`src/rtl/vga_sync_decoder.sv`:
```
`default_nettype none
// ----------------------------------------------------------------------------
// vga_sync_decoder: recovers x/y/de/pixel from an active-low HS/VS/RGB stream
// and measures line/frame lengths to report lock.     Revision: 1.0
// ----------------------------------------------------------------------------
module vga_sync_decoder #(
  parameter int H_SYNC      = 96,
  parameter int H_BP        = 48,
  parameter int H_ACTIVE    = 640,
  parameter int H_TOTAL     = 800,
  parameter int V_SYNC      = 2,
  parameter int V_BP        = 33,
  parameter int V_ACTIVE    = 480,
  parameter int V_TOTAL     = 525,
  parameter int LOCK_FRAMES = 2
) (
  input  logic        clk,
  input  logic        RSTN,
  input  logic        HS,
  input  logic        VS,
  input  logic [11:0] Din,
  output logic [9:0]  x,
  output logic [9:0]  y,
  output logic        de,
  output logic [11:0] dout,
  output logic        frame_start,
  output logic        locked,
  output logic        sync_err,
  output logic [9:0]  line_len
);

  typedef enum logic [1:0] {
    SEARCH = 2'd0,
    TRACK  = 2'd1,
    LOCKED = 2'd2
  } state_t;

  localparam int          GW        = (LOCK_FRAMES < 2) ? 1 : $clog2(LOCK_FRAMES + 1);
  localparam logic [9:0]  CNT_MAX   = 10'h3FF;
  localparam logic [9:0]  H_TOT     = 10'(H_TOTAL);
  localparam logic [9:0]  V_TOT     = 10'(V_TOTAL);
  localparam logic [9:0]  HX0       = 10'(H_SYNC + H_BP);
  localparam logic [9:0]  HX1       = 10'(H_SYNC + H_BP + H_ACTIVE - 1);
  localparam logic [9:0]  VY0       = 10'(V_SYNC + V_BP);
  localparam logic [9:0]  VY1       = 10'(V_SYNC + V_BP + V_ACTIVE - 1);
  localparam logic [GW-1:0] GOOD_LOCK = GW'(LOCK_FRAMES);

  state_t          state_q, state_d;
  logic            hs_q, hs_d, vs_q, vs_d, vpend_q, vpend_d;
  logic [9:0]      hcnt_q, hcnt_d, vcnt_q, vcnt_d, line_len_q, line_len_d;
  logic [9:0]      x_q, x_d, y_q, y_d;
  logic [11:0]     dout_q, dout_d;
  logic            de_q, de_d, frame_start_q, frame_start_d;
  logic            locked_q, locked_d, sync_err_q, sync_err_d;
  logic            lines_ok_q, lines_ok_d;
  logic [GW-1:0]   good_q, good_d, good_inc;
  logic            hfall, vfall, frame, line_good, frame_good, in_win;
  logic [9:0]      hcnt_inc, vcnt_inc;

  // hcnt_d/vcnt_d are the counter values of the current sample cycle
  always_comb begin
    hs_d       = HS;
    vs_d       = VS;
    hfall      = hs_q & ~HS;
    vfall      = vs_q & ~VS;
    frame      = hfall & (vpend_q | vfall);
    hcnt_inc   = (hcnt_q == CNT_MAX) ? CNT_MAX : hcnt_q + 10'd1;
    vcnt_inc   = (vcnt_q == CNT_MAX) ? CNT_MAX : vcnt_q + 10'd1;
    line_good  = (hcnt_inc == H_TOT);
    frame_good = (vcnt_inc == V_TOT);
    hcnt_d     = hfall ? 10'd0 : hcnt_inc;
    vcnt_d     = vcnt_q;
    if (frame) begin
      vcnt_d = 10'd0;
    end else if (hfall) begin
      vcnt_d = vcnt_inc;
    end
    vpend_d       = hfall ? 1'b0 : (vpend_q | vfall);
    line_len_d    = hfall ? hcnt_inc : line_len_q;
    frame_start_d = frame;
    in_win = (hcnt_d >= HX0) && (hcnt_d <= HX1) && (vcnt_d >= VY0) && (vcnt_d <= VY1);
    de_d   = in_win & locked_q;
    x_d    = x_q;
    y_d    = y_q;
    dout_d = dout_q;
    if (in_win) begin
      x_d    = hcnt_d - HX0;
      y_d    = vcnt_d - VY0;
      dout_d = Din;
    end
  end

  always_comb begin
    state_d    = state_q;
    good_d     = good_q;
    lines_ok_d = lines_ok_q;
    locked_d   = 1'b0;
    sync_err_d = 1'b0;
    good_inc   = good_q + 1'b1;
    case (state_q)
      SEARCH: begin
        if (frame) begin
          state_d    = TRACK;
          good_d     = '0;
          lines_ok_d = 1'b1;
        end
      end
      TRACK: begin
        if (hfall && !line_good) lines_ok_d = 1'b0;
        if (frame) begin
          lines_ok_d = 1'b1;
          if (frame_good && lines_ok_q && line_good) begin
            good_d = good_inc;
            if (good_inc == GOOD_LOCK) state_d = LOCKED;
          end else begin
            good_d = '0;
          end
        end
      end
      LOCKED: begin
        locked_d = 1'b1;
        if ((hfall && !line_good) || (frame && !frame_good) ||
            (hcnt_d == H_TOT) || (vcnt_d == V_TOT)) begin
          state_d    = SEARCH;
          locked_d   = 1'b0;
          sync_err_d = 1'b1;
          good_d     = '0;
        end
      end
      default: state_d = SEARCH;
    endcase
  end

  always_ff @(posedge clk) begin
    if (!RSTN) begin
      state_q       <= SEARCH;
      hs_q          <= 1'b0;
      vs_q          <= 1'b0;
      vpend_q       <= 1'b0;
      hcnt_q        <= '0;
      vcnt_q        <= '0;
      line_len_q    <= '0;
      x_q           <= '0;
      y_q           <= '0;
      dout_q        <= '0;
      de_q          <= 1'b0;
      frame_start_q <= 1'b0;
      locked_q      <= 1'b0;
      sync_err_q    <= 1'b0;
      lines_ok_q    <= 1'b0;
      good_q        <= '0;
    end else begin
      state_q       <= state_d;
      hs_q          <= hs_d;
      vs_q          <= vs_d;
      vpend_q       <= vpend_d;
      hcnt_q        <= hcnt_d;
      vcnt_q        <= vcnt_d;
      line_len_q    <= line_len_d;
      x_q           <= x_d;
      y_q           <= y_d;
      dout_q        <= dout_d;
      de_q          <= de_d;
      frame_start_q <= frame_start_d;
      locked_q      <= locked_d;
      sync_err_q    <= sync_err_d;
      lines_ok_q    <= lines_ok_d;
      good_q        <= good_d;
    end
  end

  assign x           = x_q;
  assign y           = y_q;
  assign de          = de_q;
  assign dout        = dout_q;
  assign frame_start = frame_start_q;
  assign locked      = locked_q;
  assign sync_err    = sync_err_q;
  assign line_len    = line_len_q;

endmodule
`default_nettype wire

```
`config.mk`:
```
export PLATFORM = sky130hd
export DESIGN_NAME = vga_sync_decoder
export DESIGN_NICKNAME = d
export VERILOG_FILES = /design/src/rtl/vga_sync_decoder.sv
export SDC_FILE = /design/constraint.sdc
export NUM_CORES = 1
export LEC_CHECK = 0
export CAP_MARGIN = 20
export CORE_MARGIN = 2
export CORE_UTILIZATION = 50
export CTS_CLUSTER_DIAMETER = 40
export CTS_CLUSTER_SIZE = 20
export DETAILED_ROUTE_END_ITERATION = 6
export DONT_BUFFER_PORTS = 1
export SETUP_SLACK_MARGIN = 0.15
export SLEW_MARGIN = 20
export SYNTH_ARGS = -nofsm -noshare
export SYNTH_HDL_FRONTEND = slang
export SYNTH_SLANG_ARGS = --single-unit
export TNS_END_PERCENT = 100
```
`constraint.sdc`:
```
create_clock -name clk -period 3.7 [get_ports clk]
set_input_delay 0.74 -clock clk [delete_from_list [all_inputs] [get_ports clk]]
set_output_delay 0.74 -clock clk [all_outputs]
set_load 0.03 [all_outputs]
```
# Yosys cells after proc, flatten, opt, wreduce, memory -nomap -nowiden
# Index checks and enable logic that the tools add are counted.
# W data, S select, Z words.
[word_totals]
romBits = 0
elab_cells = 89
input_bits = 16
n_memories = 0
register_bits = 74
ram_bits = 0
latchBits = 0
output_inout_bits = 46
[op_classes]
n_shift = 0
n_lt_le_gt_ge = 4
n_eq_ne = 15
addsub = 5
mux = 21
bitwise_logic = 8
reduce_logical = 20
div = 0
n_mul = 0
[ops]
columns = ["op", "count"]
rows = [
  ["$eq A10 B10 Y1 const B", 6],
  ["$mux W10", 5],
  ["$add A10 B1 Y10 const B", 2],
  ["$le A10 B10 Y1 const B", 2],
  ["$mux W2", 8],
  ["$pmux W2 S3", 2],
  ["$ge A10 B6 Y1 const B", 1],
  ["$ge A10 B8 Y1 const B", 1],
  ["$ne A2 B2 Y1 const B", 5],
  ["$sub A10 B6 Y10 const B", 1],
  ["$sub A10 B8 Y10 const B", 1],
  ["$logic_and A1 B1 Y1", 7],
  ["$mux W1", 5],
  ["$reduce_and A5 Y1", 1],
  ["$and A1 B1 Y1", 4],
  ["$eq A2 B2 Y1 const B", 2],
  ["$reduce_and A4 Y1", 1],
  ["$logic_or A1 B1 Y1", 3],
  ["$ne A3 B3 Y1 const B", 1],
  ["$not A1 Y1", 3],
  ["$reduce_and A3 Y1", 1],
  ["$reduce_bool A3 Y1", 1],
  ["$add A2 B1 Y2 const B", 1],
  ["$eq A2 B1 Y1 const B", 1],
  ["other kinds (7)", 8],
]

# Longest topological paths before layout
[depth]
depth_word = 10
mapped_depth = 15

# Least setup slack after synthesis
# No wires, ideal clock.
[synth_path]
path_kind = "register to register"
from = "register vcnt_q[0]"
to = "register x_q[0] (netlist: x[0])"
path_slack_ps = 422
path_buffers = 3
stages_incl_launch_ff = 15
t_arrival_ps = 3157
setup_ps = 121
t_required_ps = 3579
path_cell_list = "dfxtp_1 ha_1 buf_4 and3_1 buf_4 nand3_1 nand2_1 a22oi_1 inv_1 ha_1 o41a_1 o21bai_2 a21o_1 buf_6 mux2_4"
[synth_via]
elab_chain_cells = 7
elab_cells_between_ends = 9
classes_between = "add/sub: 1; order compare: 2; eq/ne: 1; mux: 3; reduce/logical: 2"
[synth_lines]
columns = ["element", "line", "text"]
rows = [
  ["from (decl)", "50", "logic [9:0] hcnt_q, hcnt_d, vcnt_q, vcnt_d, line_len_q, line_len_d;"],
  ["from (signal assigned)", "158", "vcnt_q <= vcnt_d;"],
  ["$add A10 B1 Y10 / $eq A10 B10 Y1 (equally long branches)", "68", "vcnt_inc = (vcnt_q == CNT_MAX) ? CNT_MAX : vcnt_q + 10'd1;"],
  ["$mux W10", "68", ""],
  ["$mux W10 *", "75", "end else if (hfall) begin"],
  ["$mux W10 *", "73", "if (frame) begin"],
  ["net vcnt_d[0]", "50", ""],
  ["$ge A10 B6 Y1", "81", "in_win = (hcnt_d >= HX0) && (hcnt_d <= HX1) && (vcnt_d >= VY0) && (vcnt_d <= VY1);"],
  ["$logic_and A1 B1 Y1", "81", ""],
  ["$logic_and A1 B1 Y1 *", "81", ""],
  ["to (signal assigned)", "143", "x_q <= '0;"],
  ["to (signal assigned)", "160", "x_q <= x_d;"],
  ["to (decl)", "51", "logic [9:0] x_q, x_d, y_q, y_d;"],
]
# Mark *: on every way through the listed nets, which the timed path passes. The rest lies on a longest branch.
# A chain may end at the register's enable or synchronous reset.

# Final worst setup path
[layout_path]
from = "register vcnt_q[0]"
to = "register y_q[2] (netlist: y[2])"
[layout_via]
elab_chain_cells = 7
elab_cells_between_ends = 10
classes_between = "add/sub: 2; order compare: 2; eq/ne: 1; mux: 3; reduce/logical: 2"
[layout_lines]
columns = ["element", "line", "text"]
rows = [
  ["$add A10 B1 Y10 / $eq A10 B10 Y1 (equally long branches)", "68", ""],
  ["$mux W10", "68", ""],
  ["$mux W10 *", "75", ""],
  ["$mux W10 *", "73", ""],
  ["net vcnt_d[0]", "50", ""],
  ["$ge A10 B6 Y1", "81", ""],
  ["$logic_and A1 B1 Y1 (2 in series)", "81", ""],
  ["to (signal assigned)", "161", "y_q <= y_d;"],
  ["to (decl)", "51", ""],
]
# Marked as above.

==> impl_metrics.yaml <==
cts:
  cts.reportedPaths.clkPinSlew_ns: 0.08
  cts_root_buf: "clkbuf_8"
  cts_buffers: 9
  cts_num_sinks: 74
  cts_buffer_depth: 2
  htreeDepth: 3
  insertion_delay_ns: 0.35
  cts_tree: "built"
  hold_buffers: 0
sta:
  clock_skew_ns: 0.00647
  max_freq_mhz: 301
  slew_violations: 0
  finalCritPeriodShare_pct: 89.7
  finalSetupViolations: 0
  period_needed_ns: 3.32
  hold_viol: 0
  grt_setup_unrepaired: "false"
  relSlewSlack_pct: 45.2
  fin_setup_tns_ns: 0
  tightest_slew_ns: 0.821
global_route:
  grt_max_degree: 71
  grt_pass1_wl_mm: 16.1
  track_usage_pct: 22.9
  grt_pass1_vias: 3253
  gr-total-overflow: 0
  antenna_found_initial: 0
drt:
  wirelength_mm: 10.1
  antenna_left: 0
  vias_per_cell: 5.94
  vias: 3510
  first_pass_iters: 5
  drt-wirelength-per-cell_um: 17.2
  route.detailed.drc: 0
  drt_iter0_drc: 146
yosys:
  netlist_instances: 490
  async_flop_share_pct: 0
  syn_area_per_cell_sq_um: 8.50
  syn_area_sq_um: 4160
  ys_ff_latch: 74
  synth_ff_type: "dfxtp_1"
  yosys_warnings: 0
  synth_seq_area_share_pct: 35.6
  syn-num-nets: 515
  synth_cell_types: 73
  synth-edff-count: 0
place:
  portBuffers: 0
  dp_hpwl_mm: 7.23
  globalplace.congestion: 0.914
power_and_ir_drop:
  swShare_pct: 23.8
  leakage_nw: 1.72
  p_switching_uw: 379
  p_per_area_nw_per_um2: 356
  ir_drop_v: 0.000164
  pwr-share-seq_pct: 51.3
  pwr-share-comb_pct: 4.5
  p_clk_share_pct: 44.3
  p_int_mw: 1.21
layout:
  multiInputGateArea_sq_um: 2430
  nets: 506
  drive_above_1_share_pct: 11.7
  syn_to_final_growth_pct: 7.18
  fillCellCount: 730
  insertedDiodeCount: 0
  post-route-util_pct: 54.9
  seqCellArea_sq_um: 1480
run:
  cap_violations: 0
floorplanning:
  ioPinCount: 62
  core_sq_um: 8130
  die_x_um: 95.3
  start_util_pct: 51.2
  core.rowCount: 33
  die_area_sq_um: 9070
  dieHeight_um: 95.3
worst_setup_path:
  cp.arrival_ns: 3.60
  critPathRequiredTime_ns: 3.98
  critPathMaxFanout: 9
  end_kind: "flop"
  worstSetupPathType: "reg -> reg"
  cp-start-kind: "flop"
min_path:
  hold_class: "in -> reg"
run_status:
  outcome: "finished, final reports clean"
[cell families after synthesis]
group | after synthesis | synth area share (%)
XOR/XNOR | 13 | 2.73
multiplexers | 32 | 8.17
AND/OR/NAND/NOR | 217 | 25.8
buffers and inverters | 49 | 6.13
AO/OA/AOI/OAI | 96 | 18.8
adder cells (fa/ha/maj) | 9 | 2.70
flip-flops | 74 | 35.6
[cells in the mapped netlist (4+ instances only)]
cell / count / area, sq um
a21o_1: 5 / 37.5
nand2b_1: 7 / 43.8
mux2i_1: 28 / 280
mux2_4: 4 / 60.1
nor2b_1: 5 / 31.3
o211a_1: 6 / 60.1
inv_1: 14 / 52.6
dfxtp_1: 74 / 1480
nor2_1: 42 / 158
clkbuf_1: 20 / 75.1
ha_1: 9 / 113
xor2_1: 4 / 35.0
nand3_1: 19 / 95.1
and3_1: 8 / 50.1
or2_2: 4 / 25.0
nand2_1: 77 / 289
and2_1: 18 / 113
nand4_1: 6 / 37.5
o21ai_0: 7 / 35.0
buf_2: 4 / 20.0
a21oi_1: 18 / 90.1
a31oi_1: 8 / 50.1
buf_4: 5 / 37.5
buf_6: 4 / 45.0
nor3_1: 10 / 50.1
xnor2_1: 9 / 78.8
a211oi_1: 5 / 37.5
[critical path: stages, from the launching register on]
cell      delay (ns)
dfxtp_1         0.39
ha_1            0.34
and3_1          0.32
nand3_1         0.14
nand2_1         0.08
a22oi_1         0.23
inv_1           0.10
ha_1            0.25
o41a_1          0.50
o21bai_2        0.15
a21o_2          0.34
buf_12          0.18
mux2i_1         0.20
[cell usage in the layout, fill, tap and decap left out, types with 9 or more instances in the layout]
master | synthesis | layout
xnor2_1 | 9 | 9
nand3_1 | 19 | 19
clkbuf_8 | 0 | 9
mux2i_1 | 28 | 28
nand2_1 | 77 | 77
buf_4 | 5 | 12
inv_1 | 14 | 14
and2_1 | 18 | 18
nor2_1 | 42 | 42
ha_1 | 9 | 9
dfxtp_1 | 74 | 74
a21oi_1 | 18 | 18
nor3_1 | 10 | 10
[power groups by stage]
stage | Sequential, mW | Combinational, mW | Clock [mW]
after CTS | 0.815 | 0.0718 | 0.727
final | 0.815 | 0.0710 | 0.704
after floorplan | 0.833 | 0.0572 | 0
after global placement | 0.834 | 0.0710 | 0
after global routing | 0.816 | 0.0799 | 0.760
after detailed placement | 0.834 | 0.0714 | 0
[metal layers]
metal  vias to the layer above  global-route usage, %  routed length, um
met3                        23                   5.85                509
met2                       103                   37.9               4880
li1                       1720                      -                  -
met4                         0                   10.4                297
met5                         -                      0                  0
met1                      1664                   27.8               4450
[what timing repair did]
| action | CTS | global route |
|---|---|---|
| resized for setup | 0 | 1 |
| buffers inserted | 0 | 1 |
| endpoints found under the setup margin | 0 | 29 |
[flip-flops by register name (all words and copies together) (netlist names)]
register     flops
vs_q             1
frame_start      1
dout            12
hs_q             1
lines_ok_q       1
de               1
locked           1
x               10
vcnt_q          10
y               10
line_len        10
good_q           2
state_q          2
sync_err         1
hcnt_q          10
vpend_q          1
[area by class of cell]
cell class	instances	share of cell area (%)
multi-input combinational	367	54.5
inverter	14	1.18
timing repair buffer	15	3.36
tap	105	2.94
clock buffer	10	2.86
clock inverter	6	1.99
sequential	74	33.2
[stage by stage]
step                hold WS, ns  worst slack, ns  std cells  power (mW)  area, sq um
global route              0.481            0.151        591        1.66         4460
global placement          0.508            0.347        574       0.905         4230
floorplan                 0.474            0.422        490       0.890         4160
detailed placement        0.524            0.257        574       0.906         4230
CTS                       0.484            0.214        590        1.61         4440
finish                    0.501            0.381        591        1.59         4460
[worst paths after layout]
check                    startpoint                endpoint  slack, ns  cells after the start
max            vcnt_q[0]$_SDFF_PN0_       y[2]$_SDFFE_PN0P_       0.38                     12
min                              VS         vs_q$_SDFF_PN0_       0.50                      1
max reg2reg    vcnt_q[0]$_SDFF_PN0_       y[2]$_SDFFE_PN0P_       0.38                     12
min reg2reg  good_q[0]$_SDFFE_PN0P_  good_q[0]$_SDFFE_PN0P_       0.54                      2
No activity file was read; power rests on OpenSTA's default activity.
